==> src/rtl/fix_to_half_if.sv <==
// fix_to_half_if: strobe/acknowledge operand and result channels of the fixed-point to half converter
// Signals:
//   input_a      16  signed fixed-point operand (master -> converter)
//   input_a_stb   1  operand valid
//   input_a_ack   1  converter ready for an operand
//   output_z     16  half-precision result {sign, exp[4:0], mant[9:0]}
//   output_z_stb  1  result valid
//   output_z_ack  1  downstream accepts the result
// Modports: slave is the converter's view, master is the upstream/downstream environment.
interface fix_to_half_if;
    logic [15:0] input_a;
    logic        input_a_stb;
    logic        input_a_ack;
    logic [15:0] output_z;
    logic        output_z_stb;
    logic        output_z_ack;
    modport slave (
        input  input_a, input_a_stb, output_z_ack,
        output input_a_ack, output_z, output_z_stb
    );
    modport master (
        output input_a, input_a_stb, output_z_ack,
        input  input_a_ack, output_z, output_z_stb
    );
endinterface

==> src/rtl/fix_to_half.sv <==
// fix_to_half: signed 16-bit fixed-point to IEEE-754 half converter, round to nearest-even
// Ports:
//   clk  rising-edge system clock
//   rst  synchronous active-high reset, aborts any conversion in flight
//   io   fix_to_half_if.slave: input_a/_stb/_ack operand channel, output_z/_stb/_ack result channel
// Parameter FRAC_BITS (0..14): fractional bits of input_a; within this range every
// non-zero result is a normal half, so no overflow or subnormal handling exists.
module fix_to_half #(
    parameter int FRAC_BITS = 8
) (
    input logic        clk,
    input logic        rst,
    fix_to_half_if.slave io
);
    typedef enum logic [2:0] {GET_A, UNPACK, NORMALISE, ROUND, PACK, PUT_Z} state_t;
    state_t state, state_n;
    logic [15:0] a, a_n;
    logic [15:0] mag, mag_n;
    logic [15:0] z, z_n;
    logic        sign, sign_n;
    logic signed [6:0] exp, exp_n;
    logic [9:0]  m, m_n;
    logic        ack, ack_n;
    logic        stb, stb_n;
    logic        rnd_up;
    logic [10:0] m_rnd;
    logic signed [6:0] exp_b;
    // round up on guard set when sticky is set or on an exact tie with odd lsb
    assign rnd_up = mag[4] & ((|mag[3:0]) | mag[5]);
    // bit 10 is the carry out of the mantissa; the low bits are then already zero
    assign m_rnd  = {1'b0, mag[14:5]} + {10'd0, rnd_up};
    assign exp_b  = exp + 7'sd15;
    assign io.input_a_ack  = ack;
    assign io.output_z     = z;
    assign io.output_z_stb = stb;
    always_ff @(posedge clk) begin
        if (rst) begin
            state <= GET_A;
            a     <= '0;
            mag   <= '0;
            z     <= '0;
            sign  <= 1'b0;
            exp   <= '0;
            m     <= '0;
            ack   <= 1'b0;
            stb   <= 1'b0;
        end else begin
            state <= state_n;
            a     <= a_n;
            mag   <= mag_n;
            z     <= z_n;
            sign  <= sign_n;
            exp   <= exp_n;
            m     <= m_n;
            ack   <= ack_n;
            stb   <= stb_n;
        end
    end
    always_comb begin
        state_n = state;
        case (state)
            GET_A:     state_n = (ack && io.input_a_stb) ? UNPACK : GET_A;
            UNPACK:    state_n = (a == 16'h0000) ? PUT_Z : NORMALISE;
            NORMALISE: state_n = mag[15] ? ROUND : NORMALISE;
            ROUND:     state_n = PACK;
            PACK:      state_n = PUT_Z;
            PUT_Z:     state_n = (stb && io.output_z_ack) ? GET_A : PUT_Z;
            default:   state_n = GET_A;
        endcase
    end
    always_comb begin
        a_n    = a;
        mag_n  = mag;
        z_n    = z;
        sign_n = sign;
        exp_n  = exp;
        m_n    = m;
        ack_n  = 1'b0;
        stb_n  = stb;
        case (state)
            GET_A: begin
                ack_n = ~(ack && io.input_a_stb);
                a_n   = (ack && io.input_a_stb) ? io.input_a : a;
            end
            UNPACK: begin
                // 16'h8000 negates to itself, which is the correct unsigned magnitude
                sign_n = a[15];
                mag_n  = a[15] ? (~a + 16'd1) : a;
                exp_n  = 7'(15 - FRAC_BITS);
                z_n    = (a == 16'h0000) ? 16'h0000 : z;
                stb_n  = (a == 16'h0000);
            end
            NORMALISE: begin
                mag_n = mag[15] ? mag : {mag[14:0], 1'b0};
                exp_n = mag[15] ? exp : exp - 7'sd1;
            end
            ROUND: begin
                m_n   = m_rnd[9:0];
                exp_n = m_rnd[10] ? exp + 7'sd1 : exp;
            end
            PACK: begin
                z_n   = {sign, exp_b[4:0], m};
                stb_n = 1'b1;
            end
            PUT_Z: stb_n = ~(stb && io.output_z_ack);
            default: stb_n = 1'b0;
        endcase
    end
endmodule

==> src/flat_wrapper.sv <==
// flat-port wrapper written by rule: the top's interface ports become plain ports
module fix_to_half_flat 
#(
    parameter int FRAC_BITS = 8
)
  (clk, rst, io_input_a, io_input_a_stb, io_output_z_ack, io_input_a_ack, io_output_z, io_output_z_stb);
  fix_to_half_if io_i ();
  input logic clk;
  input logic rst;
  input wire logic [$bits(io_i.input_a)-1:0] io_input_a;
  input wire logic [$bits(io_i.input_a_stb)-1:0] io_input_a_stb;
  input wire logic [$bits(io_i.output_z_ack)-1:0] io_output_z_ack;
  output wire logic [$bits(io_i.input_a_ack)-1:0] io_input_a_ack;
  output wire logic [$bits(io_i.output_z)-1:0] io_output_z;
  output wire logic [$bits(io_i.output_z_stb)-1:0] io_output_z_stb;
  assign io_i.input_a = io_input_a;
  assign io_i.input_a_stb = io_input_a_stb;
  assign io_i.output_z_ack = io_output_z_ack;
  assign io_input_a_ack = io_i.input_a_ack;
  assign io_output_z = io_i.output_z;
  assign io_output_z_stb = io_i.output_z_stb;
  fix_to_half #(.FRAC_BITS(FRAC_BITS)) u_core (.clk(clk), .rst(rst), .io(io_i));
endmodule
==> config.mk <==
export PLATFORM = sky130hd
export DESIGN_NAME = fix_to_half_flat
export DESIGN_NICKNAME = d
export VERILOG_FILES = /design/src/rtl/fix_to_half_if.sv /design/src/rtl/fix_to_half.sv /design/src/flat_wrapper.sv
export SDC_FILE = /design/constraint.sdc
export NUM_CORES = 1
export LEC_CHECK = 0
export ABC_CLOCK_PERIOD_IN_PS = 6100
export CELL_PAD_IN_SITES_DETAIL_PLACEMENT = 0
export CELL_PAD_IN_SITES_GLOBAL_PLACEMENT = 1
export CORE_MARGIN = 4
export CORE_UTILIZATION = 46
export DETAILED_ROUTE_END_ITERATION = 12
export GPL_TIMING_DRIVEN = 0
export PLACE_DENSITY = 0.92
export REMOVE_ABC_BUFFERS = 1
export SLEW_MARGIN = 20
export SYNTH_ARGS = -nofsm -noshare
export SYNTH_HDL_FRONTEND = slang
export SYNTH_SLANG_ARGS = --single-unit
export TNS_END_PERCENT = 50
==> constraint.sdc <==
create_clock -name clk -period 6.1 [get_ports clk]
set_input_delay 0.915 -clock clk [delete_from_list [all_inputs] [get_ports clk]]
set_output_delay 0.915 -clock clk [all_outputs]
set_load 0.1 [all_outputs]
==> impl_metrics.csv <==
group,metric,value,unit
logic_synthesis,synth_cells,382,
timing,min_period,3.10,ns
clocking,clkLatencyLatePin,0.35,ns
logic_synthesis,synth_warnings,0,
critical_path,endpoint_kind,"flop",
layout,n_fill_cell,678,
timing,period_share,0.509,
power_and_ir_drop,p_leak,1.42,nW
critical_path,slowest_delay,0.58,ns
power_and_ir_drop,power.internal,1.03,mW
power_and_ir_drop,powerDensity,447,nW/um^2
clocking,cts_root_buf,"clkbuf_8",
critical_path,crit_required,6.35,ns
floorplanning,die_x,94.5,um
timing,slew_headroom,0.355,
critical_path,crit_type,"reg -> reg",
min_path,hp-class,"reg -> reg",
clocking,cts_setup_buffers,0,
floorplanning,die_area,8920,sq um
timing,finalClockSkew,0.00864,ns
layout,mostFrequentLayoutCell,"dfxtp_1",
critical_path,worstRegToRegCells,8,
placement,portBuffers,37,
flow_run,maxCapViolCount,0,
layout,mostFrequentLayoutCells,"dfxtp_1, nor2_1, clkdlybuf4s50_1",
floorplanning,ioPinCount,38,
floorplanning,die-height,94.5,um
run_status,outcome,"finished clean",
floorplanning,start_util,0.474,
drt,drc,0,
critical_path,critPathMaxFanout,20,
drt,drt_iter0_markers,194,
layout,drive_gt1_frac,0.0850,
logic_synthesis,dominantRegCellSynth,"dfxtp_1",
logic_synthesis,syn-cell-area,3440,sq um
floorplanning,core,7250,sq um
critical_path,endpoint,"u_core.exp[4]",
critical_path,r2r_slack,3.00,ns
global_route,track_usage,0.187,
clocking,clk_pin_slew,0.07,ns
logic_synthesis,synth-seq-cells,69,
global_route,grt_pass1_wl,13200,um
clocking,h-tree-depth,3,
global_route,antenna_found_initial,0,
global_route,grt-ovfl-total,0,
logic_synthesis,yosys.cell_types.count,58,
drt,avgRoutedWirePerCell,15.4,um
logic_synthesis,synth.avg_cell_area,9.00,sq um
drt,ant_nets,0,
critical_path,arrival,3.35,ns
power_and_ir_drop,power,1.81,mW
power_and_ir_drop,seqPwrFrac,0.372,
timing,max_freq,322,MHz
drt,detailroute.via_count,2914,
logic_synthesis,async_flop_share,0,
timing,rsz0062_at_grt,"no",
drt,dr.pass1.iters,4,
critical_path,crit_path_top_delay_cell,"dfxtp_1",
power_and_ir_drop,clockPowerShare,0.203,
timing,hold_violations,0,
timing,worst_pin_slew,0.964,ns
critical_path,r2r-end,"u_core.exp[4]",
clocking,cts_hold_buf,0,
power_and_ir_drop,p_sw_frac,0.430,
placement,gp_congestion,0.824,
power_and_ir_drop,p_switching,780,uW
critical_path,cp_common_cell,"a21oi_1",
critical_path,path_cells,"nand2b_1, nor2_2, inv_1, ha_1, a21oi_1, a21oi_1, or2_2, o311ai_0",
layout,area_growth,18.0,%
power_and_ir_drop,vdd_drop_max,0.178,mV
layout,n_antenna_cell,0,
critical_path,r2r_start,"u_core.state[1]",
power_and_ir_drop,p_comb_frac,0.425,
global_route,grt_max_degree,29,
layout,fin_util,0.559,
placement,hpwl,5480,um
critical_path,crit_start,"u_core.state[1]",
clocking,cts.path.max_buffers,2,
clocking,ctsResizeCount,0,
logic_synthesis,yosysSeqAreaShare,0.402,
critical_path,worst_setup_path_start_kind,"flop",
drt,viasPerCell,5.70,
timing,slew_viol_final,0,
floorplanning,rows,31,
clocking,cts_buffers,9,
global_route,grt_pass1_vias,2741,
logic_synthesis,synth-edff-count,0,
clocking,cts_tree,"built",
timing,tns,0,ns
layout,nets,434,
timing,holdWs,0.464,ns
clocking,clock-sinks,69,
drt,routed_wl,7850,um
timing,setup_viol,0,
per-stage QoR:
step	instances	setup slack [ns]	area [sq um]
6_report	511	3.00	4060
5_1_grt	511	2.63	4060
4_1_cts	511	2.61	4060
3_5_place_dp	495	2.63	3860
3_3_place_gp	491	1.13	3810
2_1_floorplan	355	2.24	3320
state kept, by name (all words and copies together) (netlist names):
| register | count |
|---|---|
| u_core.a | 16 |
| u_core.state | 3 |
| u_core.io.output_z | 16 |
| u_core.exp | 5 |
| u_core.sign | 1 |
| u_core.io.output_z_stb | 1 |
| u_core.io.input_a_ack | 1 |
| u_core.mag | 16 |
| u_core.m | 10 |
worst max-delay path, delay by kind of cell (launching register included):
family | cells | cell delay (ns)
simple gates | 3 | 1.09
compound gates | 3 | 0.61
flops | 1 | 0.58
fa+ha+maj | 1 | 0.39
buf+inv | 1 | 0.32
worst min path at each step:
| stage | start | slack, ns | depth (start not counted) | end |
|---|---|---|---|---|
| final | u_core.m[1] | 0.46 | 2 | u_core.m[1] |
| after CTS | u_core.m[1] | 0.47 | 2 | u_core.m[1] |
| after detailed placement | u_core.m[1] | 0.46 | 2 | u_core.m[1] |
| after floorplan | u_core.m[1] | 0.43 | 2 | u_core.m[1] |
| after global routing | u_core.io.output_z[6] | 0.49 | 1 | u_core.io.output_z[6] |
| after global placement | u_core.m[1] | 0.45 | 2 | u_core.m[1] |
final cells by class:
class,instances,area (sq um),share of cell area
clock buffers,12,145,0.0358
clock inverters,4,47.5,0.0117
inverters,17,63.8,0.0157
multi-input cells,269,1890,0.465
flip-flops and latches,69,1380,0.340
well taps,99,124,0.0305
repair buffers,41,408,0.101
logic make-up after synthesis:
family                   Yosys count  share of synthesized area
AND/OR/NAND/NOR                  126                      0.204
AO/OA/AOI/OAI                    102                      0.220
flip-flops                        69                      0.402
buffers and inverters             44                     0.0535
multiplexers                      18                     0.0524
XOR/XNOR                          16                     0.0407
adder cells (fa/ha/maj)            7                     0.0276
cells in the mapped netlist (6+ instances only):
cell type	count	share of area
a21oi_1	20	0.029
nor2_1	40	0.044
nand4_1	7	0.013
a22o_1	16	0.041
mux2i_1	18	0.052
dfxtp_1	69	0.40
o21ai_0	13	0.019
buf_2	9	0.013
nor3_1	12	0.017
ha_1	6	0.022
nor3b_1	6	0.013
xnor2_1	7	0.018
nand2_1	11	0.012
nand3_1	11	0.016
clkbuf_1	16	0.017
inv_1	17	0.019
xor2_1	9	0.023
a211oi_1	10	0.022
power groups by stage:
stage / Sequential (mW) / Clock [mW] / Combinational (mW)
2_1_floorplan: 0.741 / 0 / 0.501
3_3_place_gp: 0.676 / 0 / 0.751
3_5_place_dp: 0.682 / 0 / 0.763
4_1_cts: 0.671 / 0.378 / 0.770
5_1_grt: 0.689 / 0.391 / 0.851
6_report: 0.674 / 0.368 / 0.771
layer usage:
layer,share of wire,up-vias,GRT usage
met3,0.055,16,0.0295
met2,0.46,76,0.310
met4,0.021,0,0.0829
li1,-,1472,-
met1,0.46,1350,0.240
met5,0,-,0
No activity file was read; power rests on OpenSTA's default activity.
